===== src/rtl/l2_req_arbiter_pkg.sv =====
// Package cache_def: shared width defaults, FSM/owner enums and the latched
// request struct for the L2 request arbiter.
package cache_def;

   localparam int unsigned ADDR_W = 32;
   localparam int unsigned LINE_W = 128;

   typedef enum logic [1:0] {
      IDLE,
      BUSY,
      RELEASE
   } arb_state_e;

   typedef enum logic {
      OWN_I,
      OWN_D
   } arb_owner_e;

   typedef struct packed {
      logic              rw;
      logic [ADDR_W-1:0] addr;
      logic [LINE_W-1:0] data;
   } arb_req_t;

endpackage


===== src/rtl/l2_req_arbiter_if.sv =====
// Request/response bundle between the two L1 miss paths, the arbiter and the
// downstream L2 port. slave = arbiter view, master = environment view.
interface l2_req_arbiter_if #(
   parameter int unsigned ADDR_W = cache_def::ADDR_W,
   parameter int unsigned LINE_W = cache_def::LINE_W
);
   logic              i_req_valid_i;
   logic              i_req_rw_i;
   logic [ADDR_W-1:0] i_req_addr_i;
   logic [LINE_W-1:0] i_req_data_i;
   logic [LINE_W-1:0] i_res_data_o;
   logic              i_res_ready_o;

   logic              d_req_valid_i;
   logic              d_req_rw_i;
   logic [ADDR_W-1:0] d_req_addr_i;
   logic [LINE_W-1:0] d_req_data_i;
   logic [LINE_W-1:0] d_res_data_o;
   logic              d_res_ready_o;

   logic              mem_req_valid_o;
   logic              mem_req_rw_o;
   logic [ADDR_W-1:0] mem_req_addr_o;
   logic [LINE_W-1:0] mem_req_data_o;
   logic              mem_res_ready_i;
   logic [LINE_W-1:0] mem_res_data_i;

   modport slave (
      input  i_req_valid_i, i_req_rw_i, i_req_addr_i, i_req_data_i,
      output i_res_data_o, i_res_ready_o,
      input  d_req_valid_i, d_req_rw_i, d_req_addr_i, d_req_data_i,
      output d_res_data_o, d_res_ready_o,
      output mem_req_valid_o, mem_req_rw_o, mem_req_addr_o, mem_req_data_o,
      input  mem_res_ready_i, mem_res_data_i
   );

   modport master (
      output i_req_valid_i, i_req_rw_i, i_req_addr_i, i_req_data_i,
      input  i_res_data_o, i_res_ready_o,
      output d_req_valid_i, d_req_rw_i, d_req_addr_i, d_req_data_i,
      input  d_res_data_o, d_res_ready_o,
      input  mem_req_valid_o, mem_req_rw_o, mem_req_addr_o, mem_req_data_o,
      output mem_res_ready_i, mem_res_data_i
   );

endinterface


===== src/rtl/l2_req_arbiter_rr_picker.sv =====
// l2_rr_picker: combinational two-way round-robin winner selection.
// Holds no state; the caller owns rr_last and its update.
module l2_rr_picker
   import cache_def::*;
(
   input  logic       i_valid_i,
   input  logic       d_valid_i,
   input  arb_owner_e rr_last_i,
   output logic       grant_valid_o,
   output arb_owner_e winner_o
);

   // Lone requester wins; on a tie the port that did not win last goes.
   always_comb begin
      grant_valid_o = i_valid_i | d_valid_i;
      winner_o      = OWN_I;
      if (i_valid_i && d_valid_i) begin
         winner_o = (rr_last_i == OWN_I) ? OWN_D : OWN_I;
      end else if (d_valid_i) begin
         winner_o = OWN_D;
      end
   end

endmodule


===== src/rtl/l2_req_arbiter.sv =====
// l2_req_arbiter: shares one downstream L2 request port between the I-cache
// and D-cache miss paths. Optional macro ARB_PERF_CNT_EN adds a saturating
// count of contended grants on conflict_cnt_o.
module l2_req_arbiter #(
   parameter int unsigned ADDR_W = cache_def::ADDR_W,
   parameter int unsigned LINE_W = cache_def::LINE_W
`ifdef ARB_PERF_CNT_EN
   ,
   parameter int unsigned CNT_W  = 32
`endif
) (
   input  logic                 clk_i,
   input  logic                 rst_ni,
   l2_req_arbiter_if.slave      bus,
   output logic                 busy_o
`ifdef ARB_PERF_CNT_EN
   ,
   output logic [CNT_W-1:0]     conflict_cnt_o
`endif
);
   import cache_def::*;

   arb_state_e        state_q;
   arb_owner_e        owner_q;
   arb_owner_e        rr_last_q;
   arb_req_t          req_q;
   arb_req_t          req_d;
   logic              mem_req_valid_q;

   logic              grant_valid;
   arb_owner_e        winner;
   logic              sel_rw;
   logic [ADDR_W-1:0] sel_addr;
   logic [LINE_W-1:0] sel_data;
   logic              res_fire;

   l2_rr_picker u_picker (
      .i_valid_i     (bus.i_req_valid_i),
      .d_valid_i     (bus.d_req_valid_i),
      .rr_last_i     (rr_last_q),
      .grant_valid_o (grant_valid),
      .winner_o      (winner)
   );

   // Steer the winning port's request fields into the latch input.
   always_comb begin
      sel_rw   = bus.i_req_rw_i;
      sel_addr = bus.i_req_addr_i;
      sel_data = bus.i_req_data_i;
      if (winner == OWN_D) begin
         sel_rw   = bus.d_req_rw_i;
         sel_addr = bus.d_req_addr_i;
         sel_data = bus.d_req_data_i;
      end
      req_d      = '0;
      req_d.rw   = sel_rw;
      req_d.addr = sel_addr;
      req_d.data = sel_data;
   end

   // Grant/hold/release FSM; all downstream request outputs are registered.
   always_ff @(posedge clk_i or negedge rst_ni) begin
      if (!rst_ni) begin
         state_q         <= IDLE;
         owner_q         <= OWN_I;
         rr_last_q       <= OWN_D;
         req_q           <= '0;
         mem_req_valid_q <= 1'b0;
      end else begin
         case (state_q)
            IDLE: begin
               if (grant_valid) begin
                  req_q           <= req_d;
                  owner_q         <= winner;
                  rr_last_q       <= winner;
                  mem_req_valid_q <= 1'b1;
                  state_q         <= BUSY;
               end
            end
            BUSY: begin
               if (bus.mem_res_ready_i) begin
                  mem_req_valid_q <= 1'b0;
                  state_q         <= RELEASE;
               end
            end
            RELEASE: state_q <= IDLE;
            default: state_q <= IDLE;
         endcase
      end
   end

   assign res_fire = (state_q == BUSY) && bus.mem_res_ready_i;

   // Route the response only to the owner; data is zero whenever ready is low.
   always_comb begin
      bus.i_res_ready_o = 1'b0;
      bus.d_res_ready_o = 1'b0;
      bus.i_res_data_o  = '0;
      bus.d_res_data_o  = '0;
      if (res_fire && owner_q == OWN_I) begin
         bus.i_res_ready_o = 1'b1;
         bus.i_res_data_o  = bus.mem_res_data_i;
      end
      if (res_fire && owner_q == OWN_D) begin
         bus.d_res_ready_o = 1'b1;
         bus.d_res_data_o  = bus.mem_res_data_i;
      end
   end

   assign bus.mem_req_valid_o = mem_req_valid_q;
   assign bus.mem_req_rw_o    = req_q.rw;
   assign bus.mem_req_addr_o  = req_q.addr;
   assign bus.mem_req_data_o  = req_q.data;
   assign busy_o              = (state_q != IDLE);

`ifdef ARB_PERF_CNT_EN
   logic [CNT_W-1:0] conflict_cnt_q;

   // Count IDLE grant cycles with both ports requesting, saturating at all-ones.
   always_ff @(posedge clk_i or negedge rst_ni) begin
      if (!rst_ni) begin
         conflict_cnt_q <= '0;
      end else if (state_q == IDLE && bus.i_req_valid_i && bus.d_req_valid_i &&
                   conflict_cnt_q != '1) begin
         conflict_cnt_q <= conflict_cnt_q + CNT_W'(1);
      end
   end

   assign conflict_cnt_o = conflict_cnt_q;
`endif

endmodule


===== src/flat_wrapper.sv =====
// flat-port wrapper written by rule: the top's interface ports become plain ports
module l2_req_arbiter_flat import cache_def::*;
#(
   parameter int unsigned ADDR_W = cache_def::ADDR_W,
   parameter int unsigned LINE_W = cache_def::LINE_W

)
  (clk_i, rst_ni, busy_o, bus_i_req_valid_i, bus_i_req_rw_i, bus_i_req_addr_i, bus_i_req_data_i, bus_i_res_data_o, bus_i_res_ready_o, bus_d_req_valid_i, bus_d_req_rw_i, bus_d_req_addr_i, bus_d_req_data_i, bus_d_res_data_o, bus_d_res_ready_o, bus_mem_req_valid_o, bus_mem_req_rw_o, bus_mem_req_addr_o, bus_mem_req_data_o, bus_mem_res_ready_i, bus_mem_res_data_i);
  l2_req_arbiter_if #(.ADDR_W(ADDR_W), .LINE_W(LINE_W)) bus_i ();
  input  logic clk_i;
  input  logic rst_ni;
  output logic busy_o;
  input wire logic [$bits(bus_i.i_req_valid_i)-1:0] bus_i_req_valid_i;
  input wire logic [$bits(bus_i.i_req_rw_i)-1:0] bus_i_req_rw_i;
  input wire logic [$bits(bus_i.i_req_addr_i)-1:0] bus_i_req_addr_i;
  input wire logic [$bits(bus_i.i_req_data_i)-1:0] bus_i_req_data_i;
  output wire logic [$bits(bus_i.i_res_data_o)-1:0] bus_i_res_data_o;
  output wire logic [$bits(bus_i.i_res_ready_o)-1:0] bus_i_res_ready_o;
  input wire logic [$bits(bus_i.d_req_valid_i)-1:0] bus_d_req_valid_i;
  input wire logic [$bits(bus_i.d_req_rw_i)-1:0] bus_d_req_rw_i;
  input wire logic [$bits(bus_i.d_req_addr_i)-1:0] bus_d_req_addr_i;
  input wire logic [$bits(bus_i.d_req_data_i)-1:0] bus_d_req_data_i;
  output wire logic [$bits(bus_i.d_res_data_o)-1:0] bus_d_res_data_o;
  output wire logic [$bits(bus_i.d_res_ready_o)-1:0] bus_d_res_ready_o;
  output wire logic [$bits(bus_i.mem_req_valid_o)-1:0] bus_mem_req_valid_o;
  output wire logic [$bits(bus_i.mem_req_rw_o)-1:0] bus_mem_req_rw_o;
  output wire logic [$bits(bus_i.mem_req_addr_o)-1:0] bus_mem_req_addr_o;
  output wire logic [$bits(bus_i.mem_req_data_o)-1:0] bus_mem_req_data_o;
  input wire logic [$bits(bus_i.mem_res_ready_i)-1:0] bus_mem_res_ready_i;
  input wire logic [$bits(bus_i.mem_res_data_i)-1:0] bus_mem_res_data_i;
  assign bus_i.i_req_valid_i = bus_i_req_valid_i;
  assign bus_i.i_req_rw_i = bus_i_req_rw_i;
  assign bus_i.i_req_addr_i = bus_i_req_addr_i;
  assign bus_i.i_req_data_i = bus_i_req_data_i;
  assign bus_i_res_data_o = bus_i.i_res_data_o;
  assign bus_i_res_ready_o = bus_i.i_res_ready_o;
  assign bus_i.d_req_valid_i = bus_d_req_valid_i;
  assign bus_i.d_req_rw_i = bus_d_req_rw_i;
  assign bus_i.d_req_addr_i = bus_d_req_addr_i;
  assign bus_i.d_req_data_i = bus_d_req_data_i;
  assign bus_d_res_data_o = bus_i.d_res_data_o;
  assign bus_d_res_ready_o = bus_i.d_res_ready_o;
  assign bus_mem_req_valid_o = bus_i.mem_req_valid_o;
  assign bus_mem_req_rw_o = bus_i.mem_req_rw_o;
  assign bus_mem_req_addr_o = bus_i.mem_req_addr_o;
  assign bus_mem_req_data_o = bus_i.mem_req_data_o;
  assign bus_i.mem_res_ready_i = bus_mem_res_ready_i;
  assign bus_i.mem_res_data_i = bus_mem_res_data_i;
  l2_req_arbiter #(.ADDR_W(ADDR_W), .LINE_W(LINE_W)) u_core (.clk_i(clk_i), .rst_ni(rst_ni), .bus(bus_i), .busy_o(busy_o));
endmodule

===== config.mk =====
export PLATFORM = sky130hd
export DESIGN_NAME = l2_req_arbiter_flat
export DESIGN_NICKNAME = d
export VERILOG_FILES = /design/src/rtl/l2_req_arbiter_pkg.sv /design/src/rtl/l2_req_arbiter_if.sv /design/src/rtl/l2_req_arbiter_rr_picker.sv /design/src/rtl/l2_req_arbiter.sv /design/src/flat_wrapper.sv
export SDC_FILE = /design/constraint.sdc
export NUM_CORES = 1
export LEC_CHECK = 0
export BUFFER_PORTS_ARGS = -buffer_cell sky130_fd_sc_hd__buf_2
export CAP_MARGIN = 20
export CORE_AREA = 2 2 336 338
export CTS_BUF_LIST = sky130_fd_sc_hd__clkbuf_2 sky130_fd_sc_hd__clkbuf_4 sky130_fd_sc_hd__clkbuf_8
export DETAILED_ROUTE_END_ITERATION = 6
export DIE_AREA = 0 0 338 340
export GPL_ROUTABILITY_DRIVEN = 0
export GPL_TIMING_DRIVEN = 0
export PLACE_DENSITY = 0.39
export SYNTH_ARGS = -nofsm -noshare
export SYNTH_HDL_FRONTEND = slang
export SYNTH_SLANG_ARGS = --single-unit

===== constraint.sdc =====
create_clock -name clk_i -period 2.2 [get_ports clk_i]
set_input_delay 0.22 -clock clk_i [delete_from_list [all_inputs] [get_ports clk_i]]
set_output_delay 0.22 -clock clk_i [all_outputs]
set_load 0.005 [all_outputs]

==> impl_metrics.env <==
export IMPL_post_drt_wl_per_cell_um=25.0
export IMPL_critPathLaunchType="flop"
export IMPL_p_comb_share_pct=58.9
export IMPL_min_to="u_core.bus.mem_req_data_o[98]"
export IMPL_yosysWarnings=0
export IMPL_worst_endpoint_arrival_ns=2.12
export IMPL_hold_class="in -> reg"
export IMPL_power_share_clock_pct=12.5
export IMPL_clk_pin_slew_ns=0.11
export IMPL_timing_clock_skew_ns=0.0314
export IMPL_timing_hold_ws_ns=0.0943
export IMPL_final_period_utilization_pct=106
export IMPL_switchingPower_mw=7.20
export IMPL_post_synth_top_area_fraction_pct=40.8
export IMPL_synth_compound_gate_area_share_pct=0.421
export IMPL_cts_root_buf="clkbuf_8"
export IMPL_total_power_mw=18.8
export IMPL_multiplexer_share_of_the_synthesized_area_pct=38.8
export IMPL_status="finished, violations left"
export IMPL_grt_pass1_wl_mm=113
export IMPL_vias_in_the_first_global_route=12535
export IMPL_sequential_share_of_the_synthesized_area_pct=41.1
export IMPL_worst_ep_required_time_ns=1.98
export IMPL_synth_seq_cells=166
export IMPL_worst_slack_ns=-0.143
export IMPL_post_route_drc_count=0
export IMPL_internal_power_mw=11.6
export IMPL_slew_viol_final=0
export IMPL_p_leak_nw=10.6
export IMPL_yosys_area_share_simple_pct=16.2
export IMPL_largest_net_degree_at_the_start_of_global_routing=100
export IMPL_synth_largest_area_cell="dfrtp_1"
export IMPL_crit_fanout=8
export IMPL_core_mm2=0.112
export IMPL_hold_path_startpoint="bus_i_req_data_i[98]"
export IMPL_port_buffer_count=875
export IMPL_synth_top_cells_by_area="dfrtp_1 (41%), mux2_2 (27%), and2_1 (16%)"
export IMPL_groute_usage_overall_pct=15.0
export IMPL_fp_dieH_um=340
export IMPL_postSynthCellCount=823
export IMPL_slew_worst_pin_ns=0.666
export IMPL_antenna_left=0
export IMPL_swShare_pct=38.3
export IMPL_fp_dieArea_mm2=0.115
export IMPL_min_period_ns=2.34
export IMPL_post_drt_via_cell_ratio=3.25
export IMPL_hpwlAfterDp_mm=74.7
export IMPL_drt_wl_total_mm=89.7
export IMPL_rsz0062_at_grt="true"
export IMPL_detailroute_via_count=11667
export IMPL_number_of_drc_violations_after_detailed_routing_iteration_0=305
export IMPL_cellPowerDensity_mw_per_mm2=855
export IMPL_hold_violations=0
export IMPL_crit_path_end_kind="output pin"
export IMPL_synth_top_family_by_area="multiplexers"
export IMPL_number_of_antenna_violations_at_the_first_check_in_global_routing=77
export IMPL_synth_fa_ha_area_share_pct=0
export IMPL_failed_checks="negative setup slack"
export IMPL_reg2reg_to="u_core.bus.mem_req_data_o[113]"
export IMPL_dpl_cell_area_mm2=0.0164
export IMPL_postSynthAreaPerCell_um2=12.3
export IMPL_syn_nets=1278
export IMPL_htree_depth=4
export IMPL_setup_violations_final=221
export IMPL_cts_buffers_inserted=17
export IMPL_layout_nets=2500
export IMPL_r2r_setup_slack_ns=0.12
export IMPL_dr_pass1_iters=6
export IMPL_power_share_sequential_pct=28.6
export IMPL_worst_setup_path_startpoint="u_core.state_q[1]"
export IMPL_max_freq_ghz=0.427
export IMPL_timing_max_slew_rel_slack_pct=55.6
export IMPL_design_area_mm2=0.0220
export IMPL_tritoncts="built"
export IMPL_ioPinCount=876
export IMPL_clkSinkCount=166
export IMPL_synth_xor_xnor_area_share_pct=0
export IMPL_critical_path_reg2reg_startpoint="u_core.rr_last_q"
export IMPL_setup_worst_path_class="reg -> out"
export IMPL_drive_above_1_share_pct=70.8
export IMPL_ff2ff_path_depth=5
export IMPL_layout_area_overhead_vs_synth_pct=117
export IMPL_initial_core_util_pct=9.06
export IMPL_clk_insertion_delay_late_ns=0.56
export IMPL_timing_hold_worst_path_depth=3
export IMPL_floorplan_die_width_um=338
export IMPL_yosys_cell_types_count=18
export IMPL_worst_ir_drop_vdd_v=0.000241
export IMPL_cap_violations=0
export IMPL_gr_total_overflow=0
export IMPL_synth_area_mm2=0.0101
export IMPL_ctsLongestPathBuffers=2
export IMPL_placementRows=123
==> metrics by stage <==
step                      TNS (ns)  std cells  worst slack, ns  util, %
final                       -16.65       3590           -0.143     19.7
after global routing        -49.84       3576           -0.258     19.7
after CTS                   -52.51       3555           -0.283     19.2
after detailed placement    -67.41       3200           -0.532     14.7
after global placement     -462.56       3198            -2.28     14.7
after floorplan                  0        823            0.476        -
==> worst max-delay path: stages, from the launching register on <==
cell	delay [ns]
dfrtp_1	0.39
nand3b_1	0.16
buf_6	0.14
nor2_4	0.10
clkbuf_16	0.18
buf_16	0.17
clkbuf_8	0.16
and2_4	0.14
buf_8	0.12
==> repair_timing <==
action,4_1_cts,5_1_grt
resized for setup,325,121
hold buffers,300,0
setup endpoints to repair,370,260
hold endpoints to repair,225,0
gates cloned,15,1
pin swaps,59,24
setup buffers,10,1
==> final cells by class <==
cell class / count / area (um2)
diodes: 33 / 82.6
clock buffers: 17 / 234
plain buffers: 63 / 797
flip-flops and latches: 166 / 4160
inverters: 3 / 11.3
multi-input cells: 590 / 5950
well taps: 1500 / 1880
repair buffers: 1204 / 8730
clock inverters: 14 / 153
fillers: 12330 / 89600
==> metal layers <==
metal,GRT usage (%),vias to the layer above,wire [um]
met2,29.9,639,49800
met4,6.42,8,3890
met1,14.8,5579,30400
met5,0,-,40
met3,2.85,173,5560
li1,-,5268,-
==> synth_stat cells, drive strengths merged <==
cell      n
mux2    322
nor2      3
inv       3
clkbuf   28
and2    256
o22ai     1
nor3b     1
o21a      2
nand3b    1
dfstp     1
dfrtp   165
a21bo     1
a31oi     1
a21oi     1
or2       1
buf      36
==> power groups by stage <==
| stage | Combinational, mW | Sequential (mW) | Clock (mW) |
|---|---|---|---|
| 3_5_place_dp | 9.29 | 5.45 | 0 |
| 6_report | 11.1 | 5.37 | 2.35 |
| 4_1_cts | 11.0 | 5.39 | 2.58 |
| 2_1_floorplan | 4.12 | 5.57 | 0 |
| 5_1_grt | 11.8 | 5.60 | 2.66 |
| 3_3_place_gp | 9.28 | 5.39 | 0 |
==> worst max-delay path by stage <==
stage                     depth (start not counted)                       endpoint  slack, ns
after floorplan                                   6  u_core.bus.mem_req_data_o[24]       0.48
after global placement                            1  u_core.bus.mem_req_data_o[31]      -2.28
after detailed placement                          6           bus_d_res_data_o[23]      -0.53
after CTS                                         8           bus_i_res_data_o[34]      -0.28
after global routing                              8            bus_i_res_data_o[9]      -0.26
final                                             8           bus_i_res_data_o[91]      -0.14
==> layout by cell type, fill, tap and decap left out, drive strengths merged <==
cell type / Yosys / layout
dlygate4sd3: 0 / 300
nor2: 3 / 3
nand3b: 1 / 1
o21a: 2 / 2
a21bo: 1 / 1
dfrtp: 165 / 165
inv: 3 / 13
nor3b: 1 / 1
clkinv: 0 / 4
mux2: 322 / 322
o22ai: 1 / 1
a31oi: 1 / 1
and2: 256 / 256
diode: 0 / 33
a21oi: 1 / 1
dfstp: 1 / 1
or2: 1 / 1
clkbuf: 28 / 43
buf: 36 / 941
==> state kept, by name (all words and copies together) (netlist names) <==
signal	count
u_core.bus.mem_req_addr_o	32
u_core.bus.mem_req_data_o	128
u_core.bus.mem_req_rw_o	1
u_core.bus.mem_req_valid_o	1
u_core.owner_q	1
u_core.rr_last_q	1
u_core.state_q	2
==> kinds of logic (layout without fill, tap and decap cells) <==
logic type             count (synthesis)  after routing
DFF                                  166            166
buffers and inverters                 67           1301
other                                  0             33
muxes                                322            322
AOI/OAI and AO/OA                      6              6
and+or+nand+nor                      262            262
Note: power is estimated with default switching activity, not from simulation.
